File: src/rtl/uart_rx_pkg.sv
`timescale 1ns/1ps
`default_nettype none
// ============================================================================
//  Module      : uart_rx_pkg
//  Description : Shared definitions for the UART receiver with FIFO:
//                receiver FSM state encoding and the minimum bit divider.
//  Revision    : 1.0  initial release
// ============================================================================
package uart_rx_pkg;

    // Smallest accepted clocks-per-bit; smaller programmed values are raised
    // to this so the half-period start-bit wait is never zero.
    localparam int MIN_DIVIDER = 4;

    typedef enum logic [2:0] {
        IDLE   = 3'd0,
        START  = 3'd1,
        DATA   = 3'd2,
        PARITY = 3'd3,
        STOP   = 3'd4
    } rx_state_t;

endpackage : uart_rx_pkg
`default_nettype wire

File: src/rtl/uart_rx_fifo_mem.sv
`timescale 1ns/1ps
`default_nettype none
// ============================================================================
//  Module      : uart_rx_fifo_mem
//  Description : Synchronous FIFO, power-of-two depth, registered status.
//                A push while full is accepted only if a pop happens in the
//                same cycle; a pop while empty is ignored.
//  Ports       : clk, i_rst_n (async, active-low)
//                i_push/i_wdata  write side
//                i_pop/o_rdata   read side (o_rdata = head entry)
//                o_full, o_empty, o_valid (= not empty), o_level
//  Revision    : 1.0  initial release
// ============================================================================
module uart_rx_fifo_mem #(
    parameter int WIDTH = 8,
    parameter int DEPTH = 4
) (
    input  logic                     clk,
    input  logic                     i_rst_n,
    input  logic                     i_push,
    input  logic [WIDTH-1:0]         i_wdata,
    input  logic                     i_pop,
    output logic [WIDTH-1:0]         o_rdata,
    output logic                     o_full,
    output logic                     o_empty,
    output logic                     o_valid,
    output logic [$clog2(DEPTH):0]   o_level
);

    localparam int AW = $clog2(DEPTH);
    localparam int LW = AW + 1;

    logic [WIDTH-1:0] r_mem [DEPTH];
    logic [AW-1:0]    r_wptr;
    logic [AW-1:0]    r_rptr;
    logic [LW-1:0]    r_level;
    logic             r_valid;
    logic             r_full;

    logic             w_do_pop;
    logic             w_do_push;
    logic [LW-1:0]    w_level_next;

    assign w_do_pop  = i_pop && r_valid;
    // When full, the slot freed by a simultaneous pop makes room for the push.
    assign w_do_push = i_push && (!r_full || w_do_pop);

    always_comb begin
        w_level_next = r_level;
        if (w_do_push && !w_do_pop) begin
            w_level_next = r_level + LW'(1);
        end else if (w_do_pop && !w_do_push) begin
            w_level_next = r_level - LW'(1);
        end
    end

    always_ff @(posedge clk or negedge i_rst_n) begin
        if (!i_rst_n) begin
            r_wptr  <= '0;
            r_rptr  <= '0;
            r_level <= '0;
            r_valid <= 1'b0;
            r_full  <= 1'b0;
            for (int i = 0; i < DEPTH; i++) begin
                r_mem[i] <= '0;
            end
        end else begin
            if (w_do_push) begin
                r_mem[r_wptr] <= i_wdata;
                r_wptr        <= r_wptr + AW'(1);   // wraps modulo DEPTH
            end
            if (w_do_pop) begin
                r_rptr <= r_rptr + AW'(1);
            end
            r_level <= w_level_next;
            r_valid <= (w_level_next != '0);
            r_full  <= (w_level_next == LW'(DEPTH));
        end
    end

    assign o_rdata = r_mem[r_rptr];
    assign o_full  = r_full;
    assign o_valid = r_valid;
    assign o_empty = !r_valid;
    assign o_level = r_level;

endmodule : uart_rx_fifo_mem
`default_nettype wire

File: src/rtl/uart_rx_fifo.sv
`timescale 1ns/1ps
`default_nettype none
// ============================================================================
//  Module      : uart_rx_fifo
//  Description : UART receiver (start/data/optional parity/stop) feeding a
//                small receive FIFO, with sticky frame/parity/overrun flags.
//  Build macro : UART_RX_PARITY_EN - compiles in the PARITY state and parity
//                checking; without it the parity cfg inputs are ignored and
//                parity_err is constant 0.
//  Ports       : clk, resetn (async, active-low)
//                ser_rx          serial line, idle high, asynchronous
//                cfg_divider     clocks per bit (raised to MIN_DIVIDER)
//                cfg_parity_en   parity bit follows data
//                cfg_parity_odd  1 = odd, 0 = even parity
//                rd_valid/rd_ready/rd_data  FIFO read handshake
//                fifo_level      occupied entries
//                frame_err, parity_err, overrun  sticky flags, err_clr clears
//  Revision    : 1.0  initial release
// ============================================================================
module uart_rx_fifo
    import uart_rx_pkg::*;
#(
    parameter int DATA_BITS  = 8,
    parameter int FIFO_DEPTH = 4,
    parameter int DIV_WIDTH  = 32
) (
    input  logic                          clk,
    input  logic                          resetn,
    input  logic                          ser_rx,
    input  logic [DIV_WIDTH-1:0]          cfg_divider,
    input  logic                          cfg_parity_en,
    input  logic                          cfg_parity_odd,
    output logic                          rd_valid,
    input  logic                          rd_ready,
    output logic [DATA_BITS-1:0]          rd_data,
    output logic [$clog2(FIFO_DEPTH):0]   fifo_level,
    output logic                          frame_err,
    output logic                          parity_err,
    output logic                          overrun,
    input  logic                          err_clr
);

    localparam int BCW = $clog2(DATA_BITS + 1);

    // ------------------------------------------------------------------
    // Input synchronizer (idles high so reset does not look like a start)
    // ------------------------------------------------------------------
    logic r_rx_meta;
    logic r_rx_sync;

    always_ff @(posedge clk or negedge resetn) begin
        if (!resetn) begin
            r_rx_meta <= 1'b1;
            r_rx_sync <= 1'b1;
        end else begin
            r_rx_meta <= ser_rx;
            r_rx_sync <= r_rx_meta;
        end
    end

    // ------------------------------------------------------------------
    // Receiver state
    // ------------------------------------------------------------------
    rx_state_t             r_state;
    rx_state_t             w_state_next;
    logic [DIV_WIDTH-1:0]  r_div;
    logic [DIV_WIDTH-1:0]  r_cnt;
    logic [BCW-1:0]        r_bitcnt;
    logic [DATA_BITS-1:0]  r_shift;
    logic                  r_push;
    // Requires the line to be seen high in IDLE before a new start is
    // accepted, so a low line after reset or after a bad stop bit is not
    // mistaken for a start bit.
    logic                  r_armed;

    logic                  w_tick;
    logic                  w_start;
    logic                  w_frame_evt;
    logic                  w_par_evt;
    logic                  w_push_next;
    logic                  w_par_bad;
    logic [DIV_WIDTH-1:0]  w_div_lat;

    assign w_tick    = (r_cnt == '0);
    assign w_div_lat = (cfg_divider < DIV_WIDTH'(MIN_DIVIDER)) ?
                       DIV_WIDTH'(MIN_DIVIDER) : cfg_divider;

`ifdef UART_RX_PARITY_EN
    logic r_par_en;
    logic r_par_odd;
    logic r_par_bad;
    logic r_parity_err;

    assign w_par_bad = r_par_bad;

    // Parity mode is captured at start detection so mid-frame cfg changes
    // cannot alter the frame being received.
    always_ff @(posedge clk or negedge resetn) begin
        if (!resetn) begin
            r_par_en  <= 1'b0;
            r_par_odd <= 1'b0;
            r_par_bad <= 1'b0;
        end else if (w_start) begin
            r_par_en  <= cfg_parity_en;
            r_par_odd <= cfg_parity_odd;
            r_par_bad <= 1'b0;
        end else if (r_state == PARITY && w_tick) begin
            // Even: data ^ parity bit must be 0; odd: must be 1.
            r_par_bad <= (^r_shift) ^ r_rx_sync ^ r_par_odd;
        end
    end

    always_ff @(posedge clk or negedge resetn) begin
        if (!resetn) begin
            r_parity_err <= 1'b0;
        end else begin
            r_parity_err <= w_par_evt | (r_parity_err & ~err_clr);
        end
    end

    assign parity_err = r_parity_err;
`else
    logic w_unused_parity_cfg;
    assign w_unused_parity_cfg = cfg_parity_en ^ cfg_parity_odd;
    assign w_par_bad  = 1'b0;
    assign parity_err = 1'b0;
`endif

    // ------------------------------------------------------------------
    // FSM: state register + next-state/event decode
    // ------------------------------------------------------------------
    always_ff @(posedge clk or negedge resetn) begin
        if (!resetn) begin
            r_state <= IDLE;
        end else begin
            r_state <= w_state_next;
        end
    end

    always_comb begin
        w_state_next = r_state;
        w_start      = 1'b0;
        w_frame_evt  = 1'b0;
        w_par_evt    = 1'b0;
        w_push_next  = 1'b0;
        case (r_state)
            IDLE: begin
                if (r_armed && !r_rx_sync) begin
                    w_start      = 1'b1;
                    w_state_next = START;
                end
            end
            START: begin
                if (w_tick) begin
                    w_state_next = r_rx_sync ? IDLE : DATA;
                end
            end
            DATA: begin
                if (w_tick && (r_bitcnt == BCW'(DATA_BITS - 1))) begin
`ifdef UART_RX_PARITY_EN
                    w_state_next = r_par_en ? PARITY : STOP;
`else
                    w_state_next = STOP;
`endif
                end
            end
`ifdef UART_RX_PARITY_EN
            PARITY: begin
                if (w_tick) begin
                    w_state_next = STOP;
                end
            end
`endif
            STOP: begin
                if (w_tick) begin
                    w_state_next = IDLE;
                    w_frame_evt  = !r_rx_sync;
                    w_par_evt    = w_par_bad;
                    w_push_next  = r_rx_sync && !w_par_bad;
                end
            end
            default: begin
                w_state_next = IDLE;
            end
        endcase
    end

    // ------------------------------------------------------------------
    // Bit timing and data path
    // ------------------------------------------------------------------
    always_ff @(posedge clk or negedge resetn) begin
        if (!resetn) begin
            r_div    <= '0;
            r_cnt    <= '0;
            r_bitcnt <= '0;
            r_shift  <= '0;
            r_push   <= 1'b0;
            r_armed  <= 1'b0;
        end else begin
            r_push <= w_push_next;
            if (r_state == IDLE) begin
                if (w_start) begin
                    r_div   <= w_div_lat;
                    // Counter reaches zero 'half' cycles after loading.
                    r_cnt   <= (w_div_lat >> 1) - DIV_WIDTH'(1);
                    r_armed <= 1'b0;
                end else if (r_rx_sync) begin
                    r_armed <= 1'b1;
                end
            end else begin
                r_cnt <= w_tick ? (r_div - DIV_WIDTH'(1)) : (r_cnt - DIV_WIDTH'(1));
                if (w_tick && r_state == START) begin
                    r_bitcnt <= '0;
                end
                if (w_tick && r_state == DATA) begin
                    r_shift  <= {r_rx_sync, r_shift[DATA_BITS-1:1]};
                    r_bitcnt <= r_bitcnt + BCW'(1);
                end
            end
        end
    end

    // ------------------------------------------------------------------
    // Receive FIFO
    // ------------------------------------------------------------------
    logic w_full;
    logic w_empty;
    logic w_pop;
    logic w_overrun_evt;

    assign w_pop         = rd_valid && rd_ready;
    assign w_overrun_evt = r_push && w_full && !w_pop;

    uart_rx_fifo_mem #(
        .WIDTH (DATA_BITS),
        .DEPTH (FIFO_DEPTH)
    ) u_fifo (
        .clk     (clk),
        .i_rst_n (resetn),
        .i_push  (r_push),
        .i_wdata (r_shift),
        .i_pop   (w_pop),
        .o_rdata (rd_data),
        .o_full  (w_full),
        .o_empty (w_empty),
        .o_valid (rd_valid),
        .o_level (fifo_level)
    );

    logic w_unused_empty;
    assign w_unused_empty = w_empty;

    // ------------------------------------------------------------------
    // Sticky flags: a new event wins over a same-cycle clear
    // ------------------------------------------------------------------
    logic r_frame_err;
    logic r_overrun;

    always_ff @(posedge clk or negedge resetn) begin
        if (!resetn) begin
            r_frame_err <= 1'b0;
            r_overrun   <= 1'b0;
        end else begin
            r_frame_err <= w_frame_evt   | (r_frame_err & ~err_clr);
            r_overrun   <= w_overrun_evt | (r_overrun   & ~err_clr);
        end
    end

    assign frame_err = r_frame_err;
    assign overrun   = r_overrun;

endmodule : uart_rx_fifo
`default_nettype wire

File: config.mk
export PLATFORM = sky130hd
export DESIGN_NAME = uart_rx_fifo
export DESIGN_NICKNAME = d
export VERILOG_FILES = /design/src/rtl/uart_rx_pkg.sv /design/src/rtl/uart_rx_fifo_mem.sv /design/src/rtl/uart_rx_fifo.sv
export SDC_FILE = /design/constraint.sdc
export NUM_CORES = 1
export LEC_CHECK = 0
export BUFFER_PORTS_ARGS = -buffer_cell sky130_fd_sc_hd__buf_2
export CELL_PAD_IN_SITES_DETAIL_PLACEMENT = 1
export CELL_PAD_IN_SITES_GLOBAL_PLACEMENT = 1
export CORE_UTILIZATION = 35
export CTS_CLUSTER_DIAMETER = 30
export DETAILED_ROUTE_END_ITERATION = 7
export GPL_TIMING_DRIVEN = 0
export HOLD_SLACK_MARGIN = 0.05
export PLACE_DENSITY_LB_ADDON = 0.1
export SLEW_MARGIN = 20
export SYNTH_ARGS = -nofsm -noshare
export SYNTH_HDL_FRONTEND = slang
export SYNTH_SLANG_ARGS = --single-unit
export TNS_END_PERCENT = 10
File: constraint.sdc
create_clock -name clk -period 3 [get_ports clk]
set_input_delay 0.45 -clock clk [delete_from_list [all_inputs] [get_ports clk]]
set_output_delay 0.45 -clock clk [all_outputs]
set_load 0.05 [all_outputs]
# Word level (Yosys, flattened, before mapping)
# Index checks and enable logic that the tools add are counted.
[classes] reduce_logical=28 eq_ne=10 addsub=8 order_cmp=4 mux=28 bitwise_logic=8
[op_table] op="32-bit two-way mux" n=4
[op_table] op="32-bit by 1-bit subtractor with 32-bit output (second input constant)" n=2
[op_table] op="32-bit bitwise mux" n=1
[op_table] op="32-bit zero test" n=1
[op_table] op="32-bit by 3-bit < comparator with 1-bit output (second input constant)" n=1
[op_table] op="31-bit by 1-bit subtractor with 32-bit output (second input constant)" n=1
[op_table] op="8-bit two-way mux" n=3
[op_table] op="3-bit two-way mux" n=6
[op_table] op="8-bit binary-select mux with 2-bit select" n=1
[op_table] op="8-bit demux with 2-bit select" n=1
[op_table] op="1-bit logical AND" n=12
[op_table] op="3-bit one-hot mux with 4 select lines" n=1
[op_table] op="2-bit inequality test (second input constant)" n=5
[op_table] op="1-bit two-way mux" n=8
[op_table] op="4-bit two-way mux" n=2
[op_table] op="2-bit AND reduction" n=4
[op_table] op="3-bit == test (second input constant)" n=2
[op_table] op="3-bit >= comparator (second input constant)" n=2
[op_table] op="2-bit inverter with 3-bit output" n=2
[op_table] op="1-bit zero test" n=5
[op_table] op="2-bit by 1-bit adder with 2-bit output (second input constant)" n=2
[op_table] op="4-bit by 1-bit adder with 4-bit output (second input constant)" n=1
[op_table] op="4-bit by 3-bit == test with 1-bit output (second input constant)" n=1
[op_table] op="4-bit AND reduction" n=1
[op_table] op="other kinds (13)" n=17
[totals] ff_bits=126 output_inout_bits=15

# Depth between registers and ports, before layout
# Gate-level depths: netlist (run 1).
[logic_depth] depth_word=9 depth_mapped=15 depth_no_buf=11

# Cells and area by module
# Synthesis (run 1) repeated with hierarchy kept, for this count alone.
[unflattened] hier_cells=635 area_unflattened_um2=6816.5
[by_module_without_submodules] module="uart_rx_fifo" instances=1 area_each_um2=4946.0 cells_each=514
[by_module_without_submodules] module="uart_rx_fifo_mem" instances=1 area_each_um2=1870.5 cells_each=121

# Least setup slack after synthesis (run 1)
# OpenSTA, ideal clock, no wires.
[synth_path] path_type="flip-flop to flip-flop" start="reg r_state[2]" end="reg r_cnt[30]" arrival_time_ns=2.892 path_stages_with_launch=15 required_ns=2.863 setup_time_ns=0.137 slack_ns=-0.029 cell_sequence="dfrtp_1 -> buf_2 -> nor3_1 -> buf_2 -> buf_4 -> buf_2 -> buf_1 -> a21o_1 -> ha_1 -> and2_1 -> and4_1 -> buf_2 -> nand4_1 -> xnor2_1 -> a21oi_1"
[synth_via] elab_chain_cells=3
[synth_rtl] item="start: declaration" line="uart_rx_fifo.sv:64" text="rx_state_t r_state;"
[synth_rtl] item="start signal: assignment" line="uart_rx_fifo.sv:136" text="r_state <= w_state_next;"
[synth_rtl] item="3-bit zero test *" line="uart_rx_fifo.sv:146, uart_rx_fifo.sv:201"
[synth_rtl] item="1-bit two-way mux" line="uart_rx_fifo.sv:146" text="case (r_state)"
[synth_rtl] item="2-bit inequality test (no source line)"
[synth_rtl] item="end signal: assignment" line="uart_rx_fifo.sv:205" text="r_cnt <= (w_div_lat >> 1) - DIV_WIDTH'(1);"
[synth_rtl] item="end signal: assignment" line="uart_rx_fifo.sv:211" text="r_cnt <= w_tick ? (r_div - DIV_WIDTH'(1)) : (r_cnt - DIV_WIDTH'(1));"
[synth_rtl] item="end: declaration" line="uart_rx_fifo.sv:67" text="logic [DIV_WIDTH-1:0] r_cnt;"
# Mark *: on every way between the ends. The rest lies on a longest branch, timed or not.
# A chain may end at the register's enable or synchronous reset.

# Worst setup path after layout (run 1)
[layout_path] start="reg r_state[1]" end="reg r_cnt[31]"
# Same word-level chain as after synthesis.

==> flow_summary.yaml, run 1 <==
run_status:
  run_status: "finished clean"
synth:
  yosys_most_used_dff: "sky130_fd_sc_hd__dfrtp_1"
  post_synth.cell_area_avg_um2: 10.51
  synth_enable_flop_cells: 0
  synth_warnings: 0
  synth_cells: 634
  syn-cell-area_um2: 6661
  yosys_register_bits: 126
  synth.lib_cells_used.distinct: 60
  yosysSeqAreaShare_pct: 47.37
  async_set_or_reset_register_ratio_after_synthesis_pct: 100.0
  syn_nets: 681
floorplanning:
  design.die.area_um2: 19590
  floorplan.initialDensity_pct: 35.61
  core-area_um2: 18710
  rows: 50
  fp.dieH_um: 140.0
  ioPinCount: 54
  dieWidth_um: 140.0
critical_path:
  worst_setup_path_start_kind: "register"
  cp.required_ps: 3350
  kind_of_end_point_of_the_critical_path: "register"
  critPathMaxFanout: 10
  timing.setup.critical_path_class: "reg -> reg"
  cp.arrival_ps: 3280
timing:
  post-route-period-util_pct: 97.45
  maxClockFrequency_mhz: 342.1
  worst_hold_slack_ps: 123.9
  worst_max_slew_pin_slew_ps: 879.9
  finalHoldViolations: 0
  setup-violations-final: 0
  min_period_ps: 2923
  slew_headroom_pct: 41.34
  finalMaxSlewViolations: 0
  final_critical_path_setup_slack_ps: 76.57
  finClkSkew_ps: 9.511
  fin_setup_tns_ps: 0
cts:
  clockRootBuffer: "sky130_fd_sc_hd__clkbuf_16"
  tritoncts.num_buffers: 17
  clk_sinks: 126
  clkLatencyLatePin_ps: 430
  htree_levels: 4
  clkTransAtPathRegs_ps: 60
  cts.path.max_buffers: 2
  tritoncts_clock_tree: "yes"
hold_path:
  hold_path_class: "in -> reg"
detailed_routing:
  detail_route.iter0.violations: 211
  drt_drc_violations_left: 0
  detail_route.first_pass.iterations: 4
  number_of_vias_in_the_routed_layout: 5315
  postRouteWirelength_mm: 19.75
  vias_per_cell: 5.440
  wire_per_inst_um: 20.22
  drtAntennaViolNets: 0
finish:
  final.fill_count: 2049
  drive_above_1_share_pct: 34.32
  nNetsFinal: 777
  final_common_cell: "sky130_fd_sc_hd__dfrtp_1"
  n_antenna_cell: 0
  layout.cells.most_common_list: "sky130_fd_sc_hd__dfrtp_1, sky130_fd_sc_hd__nand2_1, sky130_fd_sc_hd__mux2_2"
  syn_to_final_growth_pct: 25.11
placed_design:
  finalWeightedCongestion: 0.7989
  place.detailed.hpwl_mm: 13.62
  port-buffer-count: 50
  post-place-ws_ps: -964.5
power:
  power_report.internal_total_mw: 4.538
  p_seq_share_pct: 35.3
  total_switching_power_mw: 2.891
  switching_share_pct: 38.91
  power_per_cell_area_nw_per_um2: 891.3
  pwr-share-clk_pct: 27.0
  vdd.ir_drop.worst_mv: 0.4730
  cellLeakagePower_nw: 3.597
  share_comb_of_total_power_pct: 37.8
grt:
  largest_net_degree_at_the_start_of_global_routing: 79
  first_pass_grt_wire_length_mm: 31.52
  grt_util_all_layers_pct: 21.20
  grt_overflow_total: 0
  grt_antenna_before_repair: 0
  grt_pass1_vias: 5684
job:
  cap_viol_max_count: 0
power groups by stage:
stage                     Clock [mW]  Combinational [mW]  Sequential [mW]
after detailed placement           0                2.37             2.58
after floorplan                    0                1.81             2.44
after CTS                       2.05                2.49             2.57
after global routing            2.11                3.08             2.67
after global placement             0                2.31             2.57
final                           2.00                2.80             2.62
flip-flops by register name (all words and copies together) (netlist names), 3 cells and up:
name,flops
r_cnt,32
r_div,32
u_fifo.r_mem,32
r_shift,8
r_bitcnt,4
r_state,3
u_fifo.o_level,3
path summary, 6_finish.rpt:
check	startpoint	endpoint	slack, ps	depth (start not counted)
max	r_state[1]	r_cnt[31]	80	13
min	ser_rx	r_rx_meta	120	1
max reg2reg	r_state[1]	r_cnt[31]	80	13
min reg2reg	r_rx_meta	r_rx_sync	370	0
max in group asynchronous	resetn	r_cnt[2]	1720	3
min in group asynchronous	resetn	u_fifo.o_level[2]	530	2
final cells by class:
type | instances | area (µm²) | share of cell area [%]
buffer | 35 | 301.5 | 3.618
clock buffer | 17 | 425.4 | 5.104
clock inverter | 15 | 143.9 | 1.726
inverter | 15 | 56.30 | 0.6756
multi-input combinational | 458 | 3466 | 41.59
sequential | 126 | 3156 | 37.86
tap | 234 | 292.8 | 3.513
timing repair buffer | 77 | 493.0 | 5.915
logic make-up after synthesis:
logic type | Yosys count | share of synthesized area (%)
other | 1 | 0.05629
AND/OR/NAND/NOR | 216 | 15.95
XOR/XNOR | 32 | 4.207
flip-flops | 126 | 47.37
buffers and inverters | 50 | 3.888
adder cells (fa/ha/maj) | 8 | 1.503
AO/OA/AOI/OAI | 116 | 11.36
multiplexers | 85 | 15.66
synth_stat cells (6+ instances only):
master,number,area [µm²]
sky130_fd_sc_hd__a21oi_1,46,230.2
sky130_fd_sc_hd__a31oi_1,8,50.05
sky130_fd_sc_hd__buf_2,9,45.04
sky130_fd_sc_hd__buf_6,6,67.56
sky130_fd_sc_hd__clkbuf_1,13,48.80
sky130_fd_sc_hd__dfrtp_1,124,3103
sky130_fd_sc_hd__ha_1,8,100.1
sky130_fd_sc_hd__inv_1,15,56.30
sky130_fd_sc_hd__mux2_2,73,822.0
sky130_fd_sc_hd__mux4_2,8,180.2
sky130_fd_sc_hd__nand2_1,74,277.8
sky130_fd_sc_hd__nand3_1,15,75.07
sky130_fd_sc_hd__nand4_1,14,87.58
sky130_fd_sc_hd__nor2_1,57,214.0
sky130_fd_sc_hd__nor3_1,12,60.06
sky130_fd_sc_hd__nor4_1,17,106.4
sky130_fd_sc_hd__o21ai_0,21,105.1
sky130_fd_sc_hd__xnor2_1,25,219.0
sky130_fd_sc_hd__xor2_1,7,61.31
worst max-delay path, cell delays in order, from the launching register on:
cell and delay [ps]:
sky130_fd_sc_hd__dfrtp_1 370, sky130_fd_sc_hd__buf_6 140, sky130_fd_sc_hd__or3_4 370, sky130_fd_sc_hd__buf_4 170
sky130_fd_sc_hd__buf_6 160, sky130_fd_sc_hd__buf_8 160, sky130_fd_sc_hd__nor3_1 190, sky130_fd_sc_hd__o32a_1 210
sky130_fd_sc_hd__nand3_2 100, sky130_fd_sc_hd__nor4_4 280, sky130_fd_sc_hd__buf_6 160, sky130_fd_sc_hd__nand4_1 100
sky130_fd_sc_hd__mux2_1 340, sky130_fd_sc_hd__o211ai_2 70
repair_timing:
item / CTS / global route
gates cloned: 0 / 1
pin swaps: 6 / 11
hold buffers: 1 / 0
gates resized for setup: 24 / 53
buffers inserted: 11 / 13
endpoints found under the hold margin: 48 / 0
endpoints found under the setup margin: 68 / 35
through the flow:
step           util, %  cells  power, mW  cell area, µm²
3_3_place_gp     38.52    918      4.882            7206
2_1_floorplan        -    634      4.245            6663
6_report         44.56    977      7.428            8334
5_1_grt          44.56    977      7.867            8334
3_5_place_dp     38.72    919      4.956            7243
4_1_cts          42.78    963      7.109            8001
layer usage:
layer,vias up,GRT usage (%),part of all wire (%)
li1,2457,-,-
met1,2707,25.91,42
met2,115,36.87,52
met3,36,3.897,4.2
met4,0,8.560,2.2
met5,-,0,0
No activity file was read; power rests on OpenSTA's default activity.
==> inputs of run 2 (changes only) <==
- CORE_UTILIZATION: 35 -> 48
- TNS_END_PERCENT: 10 -> 50
- clock period: 3 -> 3.1 ns (I/O delays scaled with it)
==> run 2 against run 1 <==
  * First-iteration DRC count rose by 45%
  * Global-route usage rose by 8.7 points
  * Clock-buffer cell count rose by 3
  * Highest routed layer unchanged
==> flow_summary.yaml, run 2 (same netlist as run 1, synthesis figures left out) <==
run_status:
  run_status: "finished clean"
power:
  cellLeakagePower_nw: 3.585
  total_switching_power_mw: 2.695
  switching_share_pct: 35.86
  pwr-share-clk_pct: 31.7
  p_seq_share_pct: 33.8
  power_per_cell_area_nw_per_um2: 913.0
  power_report.internal_total_mw: 4.820
  share_comb_of_total_power_pct: 34.6
  vdd.ir_drop.worst_mv: 0.6435
grt:
  grt_antenna_before_repair: 2
  largest_net_degree_at_the_start_of_global_routing: 97
  first_pass_grt_wire_length_mm: 32.33
  grt_pass1_vias: 5927
  grt_overflow_total: 0
  grt_util_all_layers_pct: 29.88
placed_design:
  place.detailed.hpwl_mm: 12.99
  total_instance_count_after_detailed_placement: 861
  port-buffer-count: 50
  post-place-ws_ps: -961.9
  finalWeightedCongestion: 0.8515
hold_path:
  min_delay_worst_endpoint: "r_rx_meta"
  hold_path_class: "in -> reg"
  min_from: "ser_rx"
  whs_path_depth: 1
critical_path:
  timing.reg2reg.worst_path_depth: 13
  kind_of_end_point_of_the_critical_path: "register"
  rr_startpoint: "r_cnt[3]"
  critPathMaxFanout: 10
  worst_setup_path_start_kind: "register"
  timing.setup.critical_path_class: "reg -> reg"
  r2r_slack_ps: 60
  cp.required_ps: 3440
  cp.arrival_ps: 3380
  crit-reg2reg-capture: "r_cnt[31]"
finish:
  nNetsFinal: 768
  drive_above_1_share_pct: 32.65
  post_layout_nonfiller_instances: 909
  syn_to_final_growth_pct: 23.55
  layout.cells.most_common_list: "sky130_fd_sc_hd__dfrtp_1, sky130_fd_sc_hd__nand2_1, sky130_fd_sc_hd__mux2_2"
  layout.core_utilization_pct: 61.42
  final_common_cell: "sky130_fd_sc_hd__dfrtp_1"
  reg.largest.list: "r_cnt: 32 flops, r_div: 32 flops, u_fifo.r_mem: 32 flops"
timing:
  slew_headroom_pct: 43.81
  finalHoldViolations: 0
  finalMaxSlewViolations: 0
  fin_setup_tns_ps: 0
  setup-violations-final: 0
  maxClockFrequency_mhz: 328.9
  rsz_0062_raised_after_global_routing: "yes"
  final_critical_path_setup_slack_ps: 59.63
  post-route-period-util_pct: 98.08
  worst_max_slew_pin_slew_ps: 842.9
  finClkSkew_ps: 12.48
  min_period_ps: 3040
job:
  cap_viol_max_count: 0
detailed_routing:
  detail_route.first_pass.iterations: 4
  number_of_vias_in_the_routed_layout: 5422
  vias_per_cell: 5.965
  detail_route.iter0.violations: 306
  wire_per_inst_um: 22.15
  drtAntennaViolNets: 0
  postRouteWirelength_mm: 20.14
  drt_drc_violations_left: 0
cts:
  clkTransAtPathRegs_ps: 60
  tritoncts.num_buffers: 17
  tritoncts_clock_tree: "yes"
  clockRootBuffer: "sky130_fd_sc_hd__clkbuf_16"
  clk_sinks: 126
  cts.path.max_buffers: 2
  htree_levels: 4
  clkLatencyLatePin_ps: 430
floorplanning:
  fp.dieH_um: 119.8
  core-area_um2: 13400
  dieWidth_um: 119.8
  ioPinCount: 54
  design.die.area_um2: 14350
  rows: 42
  floorplan.initialDensity_pct: 49.71
==> run 2: changes by cell type in the layout (fill, tap and decap cells not counted), sizes merged <==
cell,previous run,this run
clkinv,4,2
diode,0,1
buf,96,90
inv,25,15
bufinv,0,7
==> run 2: cell type report <==
class                           count  area [µm²]
Clock buffer                       20       456.7
Multi-Input combinational cell    458        3410
Tap cell                          176       220.2
Inverter                           15       56.30
Clock inverter                     10       235.2
Fill cell                        1434        5170
Antenna cell                        1       2.502
Buffer                             34       251.5
Timing Repair Buffer               69       441.7
Sequential cell                   126        3157
==> run 2: worst max-delay path by stage <==
stage / from / endpoint / slack (ps) / cells past startpoint
after floorplan: r_state[2] / r_cnt[30] / 70 / 14
after global placement: r_state[2] / r_cnt[26] / -910 / 15
after detailed placement: r_state[2] / r_cnt[24] / -960 / 14
after CTS: r_state[2] / r_cnt[24] / 8 / 15
after global routing: r_cnt[3] / r_cnt[31] / -50 / 13
final: r_cnt[3] / r_cnt[31] / 60 / 13
==> run 2: timing repair <==
action,4_1_cts,5_1_grt
hold endpoints to repair,30,0
endpoints found under the setup margin,42,34
pin swaps,6,13
buffers inserted,11,6
gates resized for setup,17,38
hold buffers,1,0
==> run 2: metal layers <==
metal / up-vias / GRT usage [%] / share of wire (%)
met5: - / 0 / 0
met4: 0 / 12.50 / 2.2
met3: 30 / 6.274 / 4.0
met2: 120 / 53.32 / 53
met1: 2835 / 34.63 / 40
li1: 2437 / - / -
==> run 2: stage by stage <==
stage / cell area [µm²] / power (mW) / hold slack [ps]
after floorplan: 6661 / 4.107 / 169.4
after global placement: 7132 / 4.649 / 348.4
after detailed placement: 7169 / 4.771 / 339.5
after CTS: 8025 / 7.284 / 137.6
after global routing: 8230 / 7.893 / 134.8
final: 8230 / 7.514 / 152.6
==> run 2: power by group through the flow <==
stage | clock network, mW | logic [mW] | registers [mW]
6_report | 2.38 | 2.60 | 2.54
5_1_grt | 2.46 | 2.85 | 2.58
4_1_cts | 2.40 | 2.39 | 2.50
3_5_place_dp | 0 | 2.28 | 2.49
3_3_place_gp | 0 | 2.18 | 2.47
2_1_floorplan | 0 | 1.75 | 2.36
==> run 2: critical path: stages (launching register included) <==
cell and delay, ps:
sky130_fd_sc_hd__dfrtp_2 440, sky130_fd_sc_hd__nor4_4 350, sky130_fd_sc_hd__nand4_1 250, sky130_fd_sc_hd__buf_4 220, sky130_fd_sc_hd__nor2_4 230, sky130_fd_sc_hd__buf_8 220, sky130_fd_sc_hd__buf_6 200, sky130_fd_sc_hd__a31oi_2 140
sky130_fd_sc_hd__nand4_1 180, sky130_fd_sc_hd__nor2_4 60, sky130_fd_sc_hd__buf_4 150, sky130_fd_sc_hd__nand4_1 100, sky130_fd_sc_hd__mux2_1 340, sky130_fd_sc_hd__o211ai_2 60
==> inputs of run 3 (changes only) <==
- PLACE_DENSITY: not set -> 0.78
- PLACE_DENSITY_LB_ADDON: 0.1 -> not set
- SETUP_SLACK_MARGIN: not set -> 0.2
==> run 3 against run 2 <==
  * Cell count is 2.8% higher
  * Core utilization rose by 2.9 points
  * Largest power group unchanged
  * Cell area grew 4.8%
  * First-iteration DRC count up 25%
  * Critical endpoint is now r_cnt[19]
  * Global-route usage rose by 0.44 points
  * Critical path type unchanged
  * Sequential cell count is the same
  * Highest routed layer unchanged
  * Maximum frequency is 1.4% higher
  * Critical path depth unchanged
  * Power is 3.4% higher
  * Clock power decreased by 16%
  * Wire length rose by 11%
  * Sequential share of layout area decreased by 1.7 points
==> flow_summary.yaml, run 3 (same netlist as run 1, synthesis figures left out) <==
run_status:
  run_status: "finished clean"
floorplanning:
  design.die.area_um2: 14350
  floorplan.initialDensity_pct: 49.71
  ioPinCount: 54
  dieWidth_um: 119.8
  core-area_um2: 13400
  fp.dieH_um: 119.8
  rows: 42
power:
  total_switching_power_mw: 3.075
  cellLeakagePower_nw: 3.720
  switching_share_pct: 39.56
  power_per_cell_area_nw_per_um2: 901.5
  share_comb_of_total_power_pct: 40.4
  power_report.internal_total_mw: 4.698
  vdd.ir_drop.worst_mv: 0.6329
  pwr-share-clk_pct: 25.9
  p_seq_share_pct: 33.7
timing:
  final_critical_path_setup_slack_ps: 100.3
  slew_headroom_pct: 40.93
  finClkSkew_ps: 12.16
  rsz_0062_raised_after_global_routing: "yes"
  finalHoldViolations: 0
  worst_max_slew_pin_slew_ps: 886.0
  min_period_ps: 3000
  maxClockFrequency_mhz: 333.4
  finalMaxSlewViolations: 0
  worst_hold_slack_ps: 141.5
  setup-violations-final: 0
  post-route-period-util_pct: 96.77
placed_design:
  placed_cell_area_um2: 7172
  post-place-ws_ps: -695.6
  total_instance_count_after_detailed_placement: 861
  finalWeightedCongestion: 0.9114
  place.detailed.hpwl_mm: 13.29
  port-buffer-count: 50
grt:
  grt_pass1_vias: 6002
  largest_net_degree_at_the_start_of_global_routing: 67
  grt_util_all_layers_pct: 30.32
  grt_antenna_before_repair: 0
  first_pass_grt_wire_length_mm: 32.56
  grt_overflow_total: 0
detailed_routing:
  drt_drc_violations_left: 0
  detail_route.first_pass.iterations: 5
  met2RoutedLength_mm: 11.92
  detail_route.iter0.violations: 384
  number_of_vias_in_the_routed_layout: 5771
  met3_wirelength_mm: 1.055
  drtAntennaViolNets: 0
  postRouteWirelength_mm: 22.31
  wire_per_inst_um: 23.88
  top_layer_in_use: "met4"
  vias_per_cell: 6.179
  routedLengthMet1_mm: 8.368
finish:
  n_antenna_cell: 0
  layout.cells.most_common_list: "sky130_fd_sc_hd__dfrtp_1, sky130_fd_sc_hd__mux2_2, sky130_fd_sc_hd__nand2_1"
  regArea_um2: 3157
  post_layout_inst_area_um2: 8622
  final.fill_count: 1431
  syn_to_final_growth_pct: 29.43
  nNetsFinal: 792
  layout.core_utilization_pct: 64.34
  final_common_cell: "sky130_fd_sc_hd__dfrtp_1"
  post_layout_nonfiller_instances: 934
  multi_input_area_um2: 3627
  drive_above_1_share_pct: 38.13
  reg.largest.list: "r_cnt: 32 flops, r_div: 32 flops, u_fifo.r_mem: 32 flops"
hold_path:
  hold_path_class: "in -> reg"
  min_from: "ser_rx"
cts:
  tritoncts_clock_tree: "yes"
  clkLatencyLatePin_ps: 440
  htree_levels: 4
  tritoncts.num_buffers: 17
  clk_sinks: 126
  clockRootBuffer: "sky130_fd_sc_hd__clkbuf_16"
  clkTransAtPathRegs_ps: 60
  cts.path.max_buffers: 2
critical_path:
  timing.setup.critical_path_class: "reg -> reg"
  worst_setup_path_startpoint: "r_cnt[20]"
  worst_setup_path_start_kind: "register"
  cp.required_ps: 3380
  kind_of_end_point_of_the_critical_path: "register"
  critPathMaxFanout: 10
  rr_startpoint: "r_cnt[20]"
  cp.arrival_ps: 3280
  r2r_slack_ps: 100
job:
  cap_viol_max_count: 0
-- run 3: path summary, 6_finish.rpt --
| path | cells after the start | endpoint |
|---|---|---|
| max in group asynchronous | 3 | r_cnt[7] |
| min | 1 | r_rx_meta |
| max | 13 | r_cnt[19] |
| min reg2reg | 0 | r_rx_sync |
| max reg2reg | 13 | r_cnt[19] |
| min in group asynchronous | 2 | u_fifo.o_level[1] |
-- run 3: power groups by stage --
stage	clock, mW	sequential [mW]	combinational (mW)
final	2.01	2.62	3.14
after global routing	2.09	2.64	3.35
after CTS	2.02	2.51	2.55
after detailed placement	0	2.49	2.29
after global placement	0	2.47	2.18
after floorplan	0	2.36	1.75
-- run 3: metal layers --
metal  vias to the layer above  track usage (%)
li1                       2493                -
met1                      2986            34.52
met2                       217            53.50
met3                        75            7.700
met4                         0            13.36
met5                         -                0
-- run 3: critical path: stages (launching register included) --
cell and delay (ps):
sky130_fd_sc_hd__dfrtp_1 430, sky130_fd_sc_hd__nor4_2 390, sky130_fd_sc_hd__nand4_1 210, sky130_fd_sc_hd__buf_6 190, sky130_fd_sc_hd__nor2_4 140, sky130_fd_sc_hd__buf_12 140, sky130_fd_sc_hd__a211o_1 150, sky130_fd_sc_hd__o21ai_0 220
sky130_fd_sc_hd__and4_1 290, sky130_fd_sc_hd__buf_4 160, sky130_fd_sc_hd__buf_8 150, sky130_fd_sc_hd__nand2_1 80, sky130_fd_sc_hd__xor2_1 190, sky130_fd_sc_hd__a21oi_1 100
-- run 3: area by class of cell --
type	count	area share [%]
buffer	35	3.773
clock buffer	20	5.297
clock inverter	12	1.582
inverter	15	0.6530
multi-input combinational	458	42.07
sequential	126	36.61
tap	176	2.554
timing repair buffer	92	7.459
-- run 3: stage by stage --
step,TNS (ps),power [mW]
final,0,7.773
after global routing,0,8.087
after CTS,0,7.075
after detailed placement,-16110,4.783
after global placement,-21960,4.647
after floorplan,0,4.110
-- run 3: timing repair --
action,in CTS,in global routing
hold buffers,1,0
gates cloned,0,2
gates resized for setup,47,68
buffers inserted,16,22
hold endpoints to repair,9,0
setup endpoints to repair,68,36
pin swaps,15,25
